**config.mk**
```make
export PLATFORM = sky130hd
export DESIGN_NAME = spi_reg_ctrl_flat
export DESIGN_NICKNAME = d
export VERILOG_FILES = /design/src/rtl/spi_reg_ctrl_pkg.sv /design/src/rtl/spi_reg_ctrl_if.sv /design/src/rtl/spi_reg_ctrl_sync.sv /design/src/rtl/spi_reg_ctrl.sv /design/src/flat_wrapper.sv
export SDC_FILE = /design/constraint.sdc
export NUM_CORES = 1
export LEC_CHECK = 0
export ABC_AREA = 1
export BUFFER_PORTS_ARGS = -buffer_cell sky130_fd_sc_hd__buf_2
export CAP_MARGIN = 20
export CORE_UTILIZATION = 49
export DETAILED_ROUTE_END_ITERATION = 12
export PLACE_DENSITY = 0.68
export SLEW_MARGIN = 0
export SYNTH_ARGS = -nofsm -noshare
export SYNTH_HDL_FRONTEND = slang
export SYNTH_SLANG_ARGS = --single-unit
```
**constraint.sdc**
```tcl
create_clock -name clk -period 3.5 [get_ports clk]
set_clock_uncertainty 0.1 [all_clocks]
set_input_delay 0.7 -clock clk [delete_from_list [all_inputs] [get_ports clk]]
set_output_delay 0.7 -clock clk [all_outputs]
set_load 0.02 [all_outputs]
```
**src/rtl/spi_reg_ctrl_pkg.sv**
```systemverilog
// Shared types and constants for the SPI register frame controller.
package spi_reg_ctrl_pkg;

  typedef enum logic [1:0] {
    ST_IDLE = 2'd0,
    ST_DATA = 2'd1,
    ST_DONE = 2'd2
  } state_e;

  localparam int RW_BIT = 7;
  localparam int ADDR_W = 7;
  localparam logic [7:0] SYNC_BYTE_DEF = 8'hA5;

endpackage

```
**src/rtl/spi_reg_ctrl_if.sv**
```systemverilog
// Byte-level handshake between SPI_SLAVE (master side) and the frame controller (slave side).
interface spi_reg_ctrl_if;
  logic       cs_n;
  logic [7:0] spi_dout;
  logic       spi_dout_vld;
  logic [7:0] spi_din;
  logic       spi_din_vld;
  logic       spi_ready;

  modport master (
    output cs_n, spi_dout, spi_dout_vld, spi_ready,
    input  spi_din, spi_din_vld
  );

  modport slave (
    input  cs_n, spi_dout, spi_dout_vld, spi_ready,
    output spi_din, spi_din_vld
  );
endinterface

```
**src/rtl/spi_reg_ctrl_sync.sv**
```systemverilog
// Two-stage synchronizer for the raw chip select plus a registered rising-edge detect.
module spi_reg_ctrl_sync (
  input  logic clk,
  input  logic rst,
  input  logic async_in,
  output logic rise
);
  logic s1_q, s1_d;
  logic s2_q, s2_d;
  logic prev_q, prev_d;

  always_comb begin
    s1_d   = async_in;
    s2_d   = s1_q;
    prev_d = s2_q;
  end

  // Reset to the deasserted (high) level so reset release never looks like a frame end.
  always_ff @(posedge clk) begin
    if (rst) begin
      s1_q   <= 1'b1;
      s2_q   <= 1'b1;
      prev_q <= 1'b1;
    end else begin
      s1_q   <= s1_d;
      s2_q   <= s2_d;
      prev_q <= prev_d;
    end
  end

  assign rise = s2_q & ~prev_q;
endmodule

```
**src/rtl/spi_reg_ctrl.sv**
```systemverilog
// Parses command/data byte frames from SPI_SLAVE and executes register reads/writes.
// Define SPI_REG_CTRL_BURST_EN to stream consecutive registers within one frame.
module spi_reg_ctrl
  import spi_reg_ctrl_pkg::*;
#(
  parameter int         NUM_REGS  = 8,
  parameter logic [7:0] REG0_RST  = 8'hFF,
  parameter logic [7:0] SYNC_BYTE = SYNC_BYTE_DEF
) (
  input  logic                        clk,
  input  logic                        rst,
  spi_reg_ctrl_if.slave               spi,
  output logic [7:0]                  reg0,
  output logic                        wr_stb,
  output logic [$clog2(NUM_REGS)-1:0] wr_addr,
  output logic [7:0]                  wr_data,
  output logic [7:0]                  err_cnt
);
  localparam int AW = $clog2(NUM_REGS);
  localparam logic [ADDR_W:0] NUM_REGS_W = (ADDR_W + 1)'(NUM_REGS);

  logic cs_rise;

  spi_reg_ctrl_sync u_sync (
    .clk      (clk),
    .rst      (rst),
    .async_in (spi.cs_n),
    .rise     (cs_rise)
  );

  state_e          state_q, state_d;
  logic [AW-1:0]   addr_q, addr_d;
  logic            rd_q, rd_d;
  logic            err_q, err_d;
  logic [7:0]      tx_q, tx_d;
  logic            tx_pend_q, tx_pend_d;
  logic            wr_stb_q, wr_stb_d;
  logic [AW-1:0]   wr_addr_q, wr_addr_d;
  logic [7:0]      wr_data_q, wr_data_d;
  logic [7:0]      err_cnt_q, err_cnt_d;
  logic [7:0]      regs_q [NUM_REGS];

  logic [ADDR_W-1:0] cmd_addr;
  logic              cmd_oor;
  logic              offer;
`ifdef SPI_REG_CTRL_BURST_EN
  logic [AW-1:0]     nxt_addr;
`endif

  always_comb begin
    state_d   = state_q;
    addr_d    = addr_q;
    rd_d      = rd_q;
    err_d     = err_q;
    tx_d      = tx_q;
    wr_stb_d  = 1'b0;
    wr_addr_d = wr_addr_q;
    wr_data_d = wr_data_q;
    err_cnt_d = err_cnt_q;
    offer     = 1'b0;
    cmd_addr  = spi.spi_dout[ADDR_W-1:0];
    cmd_oor   = {1'b0, cmd_addr} >= NUM_REGS_W;
`ifdef SPI_REG_CTRL_BURST_EN
    nxt_addr  = addr_q + AW'(1);
`endif

    unique case (state_q)
      ST_IDLE: begin
        if (spi.spi_dout_vld) begin
          rd_d   = spi.spi_dout[RW_BIT];
          addr_d = cmd_addr[AW-1:0];
          err_d  = cmd_oor;
          if (cmd_oor && err_cnt_q != 8'hFF) begin
            err_cnt_d = err_cnt_q + 8'd1;
          end
          if (spi.spi_dout[RW_BIT]) begin
            tx_d = cmd_oor ? 8'h00 : regs_q[cmd_addr[AW-1:0]];
          end else begin
            tx_d = spi.spi_dout;
          end
          offer   = 1'b1;
          state_d = ST_DATA;
        end
      end
      ST_DATA: begin
        if (spi.spi_dout_vld) begin
          if (!rd_q && !err_q) begin
            wr_stb_d  = 1'b1;
            wr_addr_d = addr_q;
            wr_data_d = spi.spi_dout;
          end
`ifdef SPI_REG_CTRL_BURST_EN
          addr_d = nxt_addr;
          if (rd_q) begin
            tx_d  = err_q ? 8'h00 : regs_q[nxt_addr];
            offer = 1'b1;
          end
`else
          state_d = ST_DONE;
          tx_d    = SYNC_BYTE;
          offer   = 1'b1;
`endif
        end
      end
      ST_DONE: begin
      end
      default: state_d = ST_IDLE;
    endcase

    // Frame end overrides whatever the byte path decided, but a write in flight still commits.
    if (cs_rise) begin
      state_d = ST_IDLE;
      tx_d    = SYNC_BYTE;
      offer   = 1'b1;
    end

    tx_pend_d = offer ? 1'b1 : (tx_pend_q & ~spi.spi_ready);
  end

  always_ff @(posedge clk) begin
    if (rst) begin
      state_q   <= ST_IDLE;
      addr_q    <= '0;
      rd_q      <= 1'b0;
      err_q     <= 1'b0;
      tx_q      <= SYNC_BYTE;
      tx_pend_q <= 1'b1;
      wr_stb_q  <= 1'b0;
      wr_addr_q <= '0;
      wr_data_q <= 8'h00;
      err_cnt_q <= 8'h00;
    end else begin
      state_q   <= state_d;
      addr_q    <= addr_d;
      rd_q      <= rd_d;
      err_q     <= err_d;
      tx_q      <= tx_d;
      tx_pend_q <= tx_pend_d;
      wr_stb_q  <= wr_stb_d;
      wr_addr_q <= wr_addr_d;
      wr_data_q <= wr_data_d;
      err_cnt_q <= err_cnt_d;
    end
  end

  generate
    for (genvar gi = 0; gi < NUM_REGS; gi++) begin : g_reg
      localparam logic [7:0] RST_VAL = (gi == 0) ? REG0_RST : 8'h00;
      always_ff @(posedge clk) begin
        if (rst) begin
          regs_q[gi] <= RST_VAL;
        end else if (wr_stb_d && wr_addr_d == AW'(gi)) begin
          regs_q[gi] <= wr_data_d;
        end
      end
    end
  endgenerate

  assign spi.spi_din     = tx_q;
  assign spi.spi_din_vld = tx_pend_q;
  assign reg0            = regs_q[0];
  assign wr_stb          = wr_stb_q;
  assign wr_addr         = wr_addr_q;
  assign wr_data         = wr_data_q;
  assign err_cnt         = err_cnt_q;
endmodule
```
**src/flat_wrapper.sv**
```systemverilog
// flat-port wrapper written by rule: the top's interface ports become plain ports
module spi_reg_ctrl_flat import spi_reg_ctrl_pkg::*;
#(
  parameter int         NUM_REGS  = 8,
  parameter logic [7:0] REG0_RST  = 8'hFF,
  parameter logic [7:0] SYNC_BYTE = SYNC_BYTE_DEF
)
  (clk, rst, reg0, wr_stb, wr_addr, wr_data, err_cnt, spi_cs_n, spi_spi_dout, spi_spi_dout_vld, spi_spi_ready, spi_spi_din, spi_spi_din_vld);
  spi_reg_ctrl_if spi_i ();
  input  logic clk;
  input  logic rst;
  output logic [7:0] reg0;
  output logic wr_stb;
  output logic [$clog2(NUM_REGS)-1:0] wr_addr;
  output logic [7:0] wr_data;
  output logic [7:0] err_cnt;
  input wire logic [$bits(spi_i.cs_n)-1:0] spi_cs_n;
  input wire logic [$bits(spi_i.spi_dout)-1:0] spi_spi_dout;
  input wire logic [$bits(spi_i.spi_dout_vld)-1:0] spi_spi_dout_vld;
  input wire logic [$bits(spi_i.spi_ready)-1:0] spi_spi_ready;
  output wire logic [$bits(spi_i.spi_din)-1:0] spi_spi_din;
  output wire logic [$bits(spi_i.spi_din_vld)-1:0] spi_spi_din_vld;
  assign spi_i.cs_n = spi_cs_n;
  assign spi_i.spi_dout = spi_spi_dout;
  assign spi_i.spi_dout_vld = spi_spi_dout_vld;
  assign spi_i.spi_ready = spi_spi_ready;
  assign spi_spi_din = spi_i.spi_din;
  assign spi_spi_din_vld = spi_i.spi_din_vld;
  spi_reg_ctrl #(.NUM_REGS(NUM_REGS), .REG0_RST(REG0_RST), .SYNC_BYTE(SYNC_BYTE)) u_core (.clk(clk), .rst(rst), .spi(spi_i), .reg0(reg0), .wr_stb(wr_stb), .wr_addr(wr_addr), .wr_data(wr_data), .err_cnt(err_cnt));
endmodule
```
==> flow_summary.toml, run 1 <==
[route]
drtIter0Drc = 336
drtAntennaViolNets = 0
first_pass_iters = 5
totalWireLength_um = 11870
vias = 3849
drc_errors = 0
viasPerCell = 5.251
wl_per_cell_um = 16.20

[clocking]
cts_hold_buf = 0
cts_tree = "yes"
clock-root-buffer = "clkbuf_8"
clk_path_buf_depth = 2
clock-sinks = 103
cts_buffers = 9
path_clk_slew_ns = 0.10
insertion_delay_ns = 0.38
cts_resized = 0
cts_setup_buffers = 0
cts.htree.levels = 3

[setup_path]
cp-end-kind = "flop"
crit_fanout = 25
slowest_delay_ns = 0.33
critPathTopFamily = "simple AND/OR/NAND/NOR gates"
start_kind = "flop"
path_cells = "nor2_2 > nand3_4 > nand2_1 > nand2_4 > nor2_8 > nand2_4 > nand2_1"
crit_slowest_cell = "dfxtp_1"
path_class = "flop to flop"
arrival_ns = 2.22
required_ns = 3.44
path_buf_inv = 0

[finish]
syn2layout_area_growth_pct = 10.66
drive_above_1_share_pct = 17.55
final_util_pct = 56.82
nets = 613
n_antenna_cell = 0

[global_routing]
grtUsageTotal_pct = 25.28
antenna_found_initial = 0
grt_pass1_vias = 3707
grt_max_degree = 35
grt_pass1_wl_um = 18950
grt.overflow.total = 0

[yosys]
yosysWarnings = 0
syn_inst = 557
synth-seq-cells = 103
syn_area_per_cell_um2 = 8.639
synth_nets = 571
syn_area_um2 = 4812
yosysSeqAreaShare_pct = 56.16
synth_cell_type_count = 27

[sta]
setup_tns_ns = 0
fin_crit_ns = 2.284
slew_headroom_pct = 32.41
hold_violations = 0
max_freq_mhz = 437.8
tightest_slew_ns = 1.013
rsz0062_at_grt = "no"
fin_crit_sh_pct = 65.26
finalMaxSlewViolations = 0
setup_viol = 0

[floorplan]
num_io_pins = 50
start_util_pct = 51.35
die_w_um = 101.1
dieArea_um2 = 10220
core-area_um2 = 9371
die-height_um = 101.1
num_rows = 35

[placement]
place_congestion = 0.8844
io_buffers = 49
dp_hpwl_um = 8604

[power]
static-leakage-power_nw = 2.283
p_per_area_nw_per_um2 = 462.3
ir_worst_vdd_uv = 255.2

[run_status]
outcome = "completed"

[hold_path]
holdCritPathClass = "flop to flop"

[run]
drv_cap = 0
## cell families after synthesis
logic type	after synthesis	share of synthesized area, %
XOR/XNOR	3	0.5461
flip-flops	103	56.16
buffers and inverters	87	7.280
AND/OR/NAND/NOR	320	30.99
AO/OA/AOI/OAI	43	4.758
adder cells (fa/ha/maj)	1	0.2600
## cells in the mapped netlist, drive strengths merged
| cell | instances | area share, % |
|---|---|---|
| nand2 | 157 | 13 |
| nor2 | 90 | 8.8 |
| inv | 67 | 5.2 |
| edfxtp | 64 | 40 |
| nand3 | 56 | 6.9 |
| dfxtp | 39 | 16 |
| a21oi | 22 | 2.3 |
| o21ai | 20 | 2.3 |
| nand4 | 12 | 1.6 |
| clkbuf | 10 | 0.78 |
| buf | 9 | 1.2 |
| or2 | 3 | 0.39 |
| xor2 | 3 | 0.55 |
| nor3 | 2 | 0.21 |
| clkinv | 1 | 0.078 |
| ha | 1 | 0.26 |
| o21a | 1 | 0.16 |
## worst paths after layout
| check | depth (start not counted) | slack (ns) | start | endpoint |
|---|---|---|---|---|
| max | 7 | 1.22 | u_core.rd_q | u_core.regs_q[4][5] |
| min | 1 | 0.33 | u_core.u_sync.s1_q | u_core.u_sync.prev_d |
| max reg2reg | 7 | 1.22 | u_core.rd_q | u_core.regs_q[4][5] |
| min reg2reg | 1 | 0.33 | u_core.u_sync.s1_q | u_core.u_sync.prev_d |
## report_power, final
group          total (W)  switching (W)  internal, W
registers        0.00138      0.0000334      0.00134
logic           0.000338       0.000249    0.0000895
clock network   0.000747       0.000422     0.000324
total            0.00246       0.000704      0.00176
## per-stage QoR
stage	std cells	cell area (um^2)	power [W]	hold WS [ns]	setup slack (ns)
global placement	717	5131	0.001736	0.2968	0.9032
global route	733	5325	0.002548	0.3388	1.032
detailed placement	717	5131	0.001740	0.3046	0.8600
floorplan	557	4812	0.001638	0.2895	1.395
finish	733	5325	0.002462	0.3273	1.216
CTS	733	5325	0.002461	0.3287	1.215
## cells in the final DEF, fill, tap and decap left out, drive strengths merged
cell / count
o21ai: 20
ha: 1
clkbuf: 12
a21oi: 22
nand3: 56
clkinv: 2
nor3: 2
nand4: 12
nand2: 157
inv: 70
or2: 3
o21a: 1
dfxtp: 39
nor2: 90
xor2: 3
edfxtp: 64
buf: 50
## sequential cells by signal, summed over array words and instances (netlist names), 2 cells and up
register and cells:
u_core.addr_q 3, u_core.err_cnt 8, u_core.spi.spi_din 8, u_core.wr_data 8, u_core.regs_q 64, u_core.state_q 2, u_core.wr_addr 3
## metal layers
layer / vias up / wire (um) / global-route usage, %
li1: 1877 / - / -
met1: 1792 / 4939 / 32.60
met2: 144 / 5643 / 41.60
met3: 36 / 905 / 4.300
met4: 0 / 384 / 12.04
met5: - / 0 / 0
## layout make-up
cell class | instances | area [um^2]
Fill cell | 855 | 4046
Tap cell | 129 | 161.4
Inverter | 68 | 255.2
Clock inverter | 4 | 27.53
Clock buffer | 12 | 166.4
Sequential cell | 103 | 2703
Timing Repair Buffer | 50 | 252.7
Multi-Input combinational cell | 367 | 1759
Power figures use the tool's default switching activity.
==> run 2, diff against run 1 <==
--- a/config.mk
+++ b/config.mk
@@ -10,7 +10,7 @@
 export CAP_MARGIN = 20
 export CORE_UTILIZATION = 49
 export DETAILED_ROUTE_END_ITERATION = 12
-export PLACE_DENSITY = 0.68
+export PLACE_DENSITY = 0.71
 export SLEW_MARGIN = 0
 export SYNTH_ARGS = -nofsm -noshare
 export SYNTH_HDL_FRONTEND = slang
==> constraint.sdc (replaced) <==
create_clock -name clk -period 2 [get_ports clk]
set_clock_uncertainty 0.1 [all_clocks]
set_input_delay 0.4 -clock clk [delete_from_list [all_inputs] [get_ports clk]]
set_output_delay 0.4 -clock clk [all_outputs]
set_load 0.02 [all_outputs]
==> run 2 against run 1 <==
Against the previous run:
- non-clock buffer count up 26
- critical endpoint is now u_core.regs_q[2][0]
- global-route usage down 0.67 points
- maximum frequency up 21%
- critical path depth unchanged
- register-to-register slack worse by 1.1 ns
- worst setup slack worse by 1.1 ns
- critical path type unchanged
- via count up 3.0%
- largest power group unchanged
- power up 76%
- cell area up 4.4%
==> flow_summary.toml, run 2 (synthesized netlist as in run 1, its figures left out) <==
[setup_path]
reg2reg_from = "u_core.state_q[0]"
cp-end-kind = "flop"
path_class = "flop to flop"
ff2ff_setup_slack_ns = 0.12
crit_fanout = 8
required_ns = 1.96
r2r_end = "u_core.regs_q[2][0]"
start_kind = "flop"
arrival_ns = 1.84
worst_r2r_path_depth = 7

[finish]
syn2layout_area_growth_pct = 15.57
fillerInstances = 828
n_antenna_cell = 0
instances_no_fill = 759
final_cell_mix = "144 x nand2_1, 75 x nor2_1, 64 x edfxtp_1"
layout_commonest_cell = "nand2_1"
largest_reg_flops = 64
nets = 639
top_register = "u_core.regs_q"
drive_above_1_share_pct = 22.06

[global_routing]
grt.overflow.total = 0
grt_max_degree = 34
antenna_found_initial = 0
use_met3_pct = 4.716
grtUsageTotal_pct = 24.61
use_met2_pct = 37.26
grt_pass1_vias = 3570
gr-usage-met1_pct = 35.65
grt_pass1_wl_um = 18540
top_usage_layer = "met2"

[floorplan]
core-area_um2 = 9371
num_io_pins = 50
start_util_pct = 51.35
die_w_um = 101.1
die-height_um = 101.1
dieArea_um2 = 10220
num_rows = 35

[route]
drc_errors = 0
drtIter0Drc = 294
drtAntennaViolNets = 0
totalWireLength_um = 11770
wl_per_cell_um = 15.50
first_pass_iters = 5
vias = 3963
viasPerCell = 5.221

[sta]
fin_crit_ns = 1.884
slew_headroom_pct = 61.32
fin_crit_sh_pct = 94.18
finalMaxSlewViolations = 0
hold_violations = 0
max_freq_mhz = 530.9
rsz0062_at_grt = "no"
setup_viol = 0
tightest_slew_ns = 0.5796

[clocking]
cts.htree.levels = 3
clock-sinks = 103
cts_buffers = 9
clock-root-buffer = "clkbuf_8"
insertion_delay_ns = 0.37
cts_tree = "yes"
path_clk_slew_ns = 0.11
cts_hold_buf = 0
clk_path_buf_depth = 2

[power]
fin_total_pwr_w = 0.004322
ir_worst_vdd_uv = 444.0
static-leakage-power_nw = 2.403
p_per_area_nw_per_um2 = 777.2

[hold_path]
whs_endpoint = "u_core.u_sync.s1_q"
hp-start = "spi_cs_n"
hold_depth = 2
holdCritPathClass = "primary input to flop"

[placement]
place_congestion = 0.9108
placed_cells_incl_taps = 743
dp_hpwl_um = 8597
io_buffers = 49

[run_status]
outcome = "completed"

[run]
drv_cap = 0
==> run 2: area by class of cell <==
class / count / area (um^2) / area share [%]
flip-flops and latches: 103 / 2703 / 48.59
multi-input cells: 367 / 1772 / 31.86
clock buffers: 9 / 123.9 / 2.227
repair buffers: 76 / 485.5 / 8.729
inverters: 68 / 255.2 / 4.589
clock inverters: 7 / 61.31 / 1.102
well taps: 129 / 161.4 / 2.902
==> run 2: per-layer routing <==
| layer | vias up | share of wire, % |
|---|---|---|
| met5 | - | 0 |
| met4 | 0 | 1.9 |
| met3 | 19 | 9.3 |
| met2 | 179 | 45 |
| met1 | 1833 | 44 |
| li1 | 1932 | - |
==> run 2: what timing repair did <==
action                     in CTS  in global routing
setup endpoints to repair       0                 38
buffers inserted                0                  0
gates resized for setup         0                  5
==> run 2: report_power, final <==
group,internal (W),switching [W]
Clock,0.000480,0.000775
Combinational,0.000208,0.000452
Sequential,0.00235,0.0000566
==> run 2: worst max path at each step <==
stage,cells after the start,endpoint,slack [ns],from
3_3_place_gp,9,u_core.regs_q[6][4],0.02,spi_spi_dout_vld
6_report,7,u_core.regs_q[2][0],0.12,u_core.state_q[0]
5_1_grt,7,u_core.regs_q[5][0],0.004,u_core.state_q[0]
4_1_cts,7,u_core.regs_q[5][1],0.06,u_core.state_q[0]
2_1_floorplan,8,u_core.regs_q[4][0],0.19,spi_spi_dout_vld
3_5_place_dp,9,u_core.regs_q[5][4],-0.008,spi_spi_dout_vld
==> run 2: stage by stage <==
stage | util (%) | hold slack (ns) | setup TNS, ns | worst slack (ns) | instance area [um^2]
floorplan | - | 0.2895 | 0 | 0.1949 | 4812
global placement | 57.24 | 0.2920 | 0 | 0.01911 | 5364
detailed placement | 57.24 | 0.3006 | -0.07932 | -0.007653 | 5364
CTS | 59.21 | 0.1059 | 0 | 0.05652 | 5549
global route | 59.35 | 0.1020 | 0 | 0.003997 | 5562
finish | 59.35 | 0.1112 | 0 | 0.1164 | 5562
==> run 2: worst max-delay path: stages (launching register included) <==
cell,delay [ns]
dfxtp_1,0.45
buf_4,0.16
nand3_4,0.13
nand2_1,0.14
nand2_4,0.09
nor2_4,0.17
nand2_4,0.06
nand2_1,0.25
==> run 3, diff against run 2 <==
--- a/config.mk
+++ b/config.mk
@@ -5,7 +5,6 @@
 export SDC_FILE = /design/constraint.sdc
 export NUM_CORES = 1
 export LEC_CHECK = 0
-export ABC_AREA = 1
 export BUFFER_PORTS_ARGS = -buffer_cell sky130_fd_sc_hd__buf_2
 export CAP_MARGIN = 20
 export CORE_UTILIZATION = 49
==> run 3 against run 2 <==
Against the previous run:
- clock-buffer cell count did not move
- synthesized area fell by 5.3%
- sequential share of layout area rose by 0.63 points
- non-clock buffer count rose by 16
- worst setup slack got worse by 0.11 ns
- the flow now finishes with violations (design-rule violations)
- critical path type unchanged
- cell area fell by 1.2%
- wire length fell by 11%
- final cell count fell by 25%
- combinational power fell by 22%
==> flow_summary.toml, run 3 <==
[run_status]
outcome = "complete, but fails checks"
violations = "design-rule violations"

[yosys]
synth-seq-cells = 103
yosysSeqAreaShare_pct = 59.28
synth_area_leaders = "edfxtp_1 42%, dfxtp_1 17%, mux4_2 7.9%"
synth-edff-count = 64
async_flop_share_pct = 0
synth_most_common_cell = "nor2_1"
synthSimpleGateAreaFrac_pct = 19.07
synth_nets = 388
muxShareOfSynthArea_pct = 8.123
synthTopCellsByCount = "72 x nor2_1, 64 x edfxtp_1, 39 x dfxtp_1"
synth_top_family_by_area = "simple AND/OR/NAND/NOR gates"
syn_area_um2 = 4559
synthXorXnorAreaFrac_pct = 0.3842
yosysTopAreaCell = "edfxtp_1"
dominantRegCellSynth = "edfxtp_1"
synth-compound-area-share_pct = 9.440
synth_top_area_share_pct = 42.15
synth_cell_type_count = 52
syn_area_per_cell_um2 = 12.19
syn_inst = 374
synthAdderAreaFrac_pct = 0.2744
yosysWarnings = 0

[power]
static-leakage-power_nw = 2.144
power_switching_w = 0.001120
ir_worst_vdd_uv = 449.9
power_frac_comb_pct = 11.3
p_sw_share_pct = 24.67
pwr-share-seq_pct = 52.5
p_clk_share_pct = 36.2
p_per_area_nw_per_um2 = 825.8
p_int_w = 0.003418

[finish]
final_cell_mix = "72 x nor2_1, 64 x edfxtp_1, 49 x buf_2"
top_register = "u_core.regs_q"
final_util_pct = 62.10
drive_above_1_share_pct = 33.77
syn2layout_area_growth_pct = 20.53
layout_commonest_cell = "nor2_1"
largest_reg_flops = 64
n_antenna_cell = 0
nets = 471

[setup_path]
start_kind = "flop"
required_ns = 2.02
cp-end-kind = "flop"
cp-endpoint = "u_core.regs_q[0][5]"
reg2reg_from = "u_core.rd_q"
crit_fanout = 8
arrival_ns = 2.02
worst_r2r_path_depth = 6
ff2ff_setup_slack_ns = 0.004
path_class = "flop to flop"
crit_start = "u_core.rd_q"
r2r_end = "u_core.regs_q[0][5]"

[floorplan]
die-height_um = 98.46
dieArea_um2 = 9694
num_rows = 34
num_io_pins = 50
core-area_um2 = 8848
start_util_pct = 51.53
die_w_um = 98.46

[clocking]
clock-root-buffer = "clkbuf_8"
cts_tree = "yes"
path_clk_slew_ns = 0.11
cts_buffers = 9
insertion_delay_ns = 0.37
cts_hold_buf = 0
clk_path_buf_depth = 2
clock-sinks = 103
cts.htree.levels = 3

[placement]
place_congestion = 0.8038
dp_slack_ns = -0.09048
dp_hpwl_um = 7494
io_buffers = 49

[hold_path]
hold_depth = 2
holdCritPathClass = "primary input to flop"

[sta]
layout_setup_ws_ns = 0.003758
slew_headroom_pct = 74.45
hold_violations = 0
setup_viol = 0
tightest_slew_ns = 0.3780
finalMaxSlewViolations = 0
fin_crit_sh_pct = 99.81
fin_crit_ns = 1.996
rsz0062_at_grt = "yes"
max_freq_mhz = 500.9

[route]
drtIter0Drc = 214
drtAntennaViolNets = 0
totalWireLength_um = 10500
vias = 3246
wl_per_cell_um = 18.41
first_pass_iters = 12
drc_errors = 1
viasPerCell = 5.695

[global_routing]
grt.overflow.total = 0
antenna_found_initial = 0
grt_pass1_wl_um = 16480
grtUsageTotal_pct = 22.68
grt_max_degree = 25
grt_pass1_vias = 3198

[run]
drv_cap = 0
-- run 3: changes by cell type in the layout (fill, tap and decap cells not counted), sizes merged, moves of 9 or more --
cell | before | now
a21boi | 0 | 9
and3 | 0 | 9
buf | 76 | 92
inv | 72 | 20
mux4 | 0 | 16
nand2 | 157 | 23
nand2b | 0 | 10
nand3 | 56 | 4
nand4 | 12 | 3
nor2 | 90 | 72
o21ai | 20 | 8
-- run 3: worst max-delay path, stage by stage, from the launching register on --
cell and delay [ns]:
dfxtp_2 0.35, nor4b_4 0.29, buf_4 0.17, nand2_4 0.05, nor4b_4 0.23, buf_4 0.19
or3b_1 0.36
-- run 3: stage by stage --
| stage | total power [W] | hold slack, ns | cells | area (um^2) | TNS [ns] |
|---|---|---|---|---|---|
| after global routing | 0.004696 | 0.1232 | 570 | 5495 | -1.042 |
| after floorplan | 0.002736 | 0.2895 | 374 | 4574 | 0 |
| after detailed placement | 0.002926 | 0.2952 | 549 | 5169 | -0.5634 |
| after global placement | 0.002915 | 0.2947 | 549 | 5169 | -0.3715 |
| final | 0.004538 | 0.1286 | 570 | 5495 | 0 |
| after CTS | 0.004550 | 0.1247 | 567 | 5444 | -0.02522 |
-- run 3: repair_timing --
action / in CTS / in global routing
resized for setup: 1 / 6
endpoints found under the setup margin: 8 / 62
pin swaps: 1 / 4
buffers inserted: 2 / 3
-- run 3: power by group through the flow --
stage | registers (W) | logic, W | clock network, W
after detailed placement | 0.00243 | 0.000496 | 0
after floorplan | 0.00245 | 0.000287 | 0
after global placement | 0.00243 | 0.000489 | 0
after global routing | 0.00239 | 0.000554 | 0.00175
final | 0.00238 | 0.000515 | 0.00164
after CTS | 0.00238 | 0.000505 | 0.00166
-- run 3: cell type report --
class,instances,area [um^2]
Clock buffer,9,123.9
Clock inverter,7,135.1
Fill cell,694,3353
Inverter,16,60.06
Multi-Input combinational cell,235,1743
Sequential cell,103,2705
Tap cell,108,135.1
Timing Repair Buffer,92,593.1
-- run 3: how the worst min path moves through the flow --
stage	from	endpoint
floorplan	u_core.u_sync.s1_q	u_core.u_sync.prev_d
global placement	u_core.u_sync.s1_q	u_core.u_sync.prev_d
finish	spi_cs_n	u_core.u_sync.s1_q
global route	spi_cs_n	u_core.u_sync.s1_q
detailed placement	u_core.u_sync.s1_q	u_core.u_sync.prev_d
CTS	spi_cs_n	u_core.u_sync.s1_q
-- run 3: routing by layer --
layer / track usage (%) / vias up / wire (um)
li1: - / 1525 / -
met1: 30.76 / 1597 / 4641
met2: 37.27 / 107 / 5163
met3: 4.539 / 17 / 516
met4: 6.774 / 0 / 172
met5: 0 / - / 0
-- run 3: kinds of logic (layout without fill, tap and decap cells) --
logic type / Yosys count / in the layout
buffers and inverters: 36 / 124
AO/OA/AOI/OAI: 59 / 59
AND/OR/NAND/NOR: 156 / 156
XOR/XNOR: 2 / 2
multiplexers: 17 / 17
adder cells (fa/ha/maj): 1 / 1
flip-flops: 103 / 103
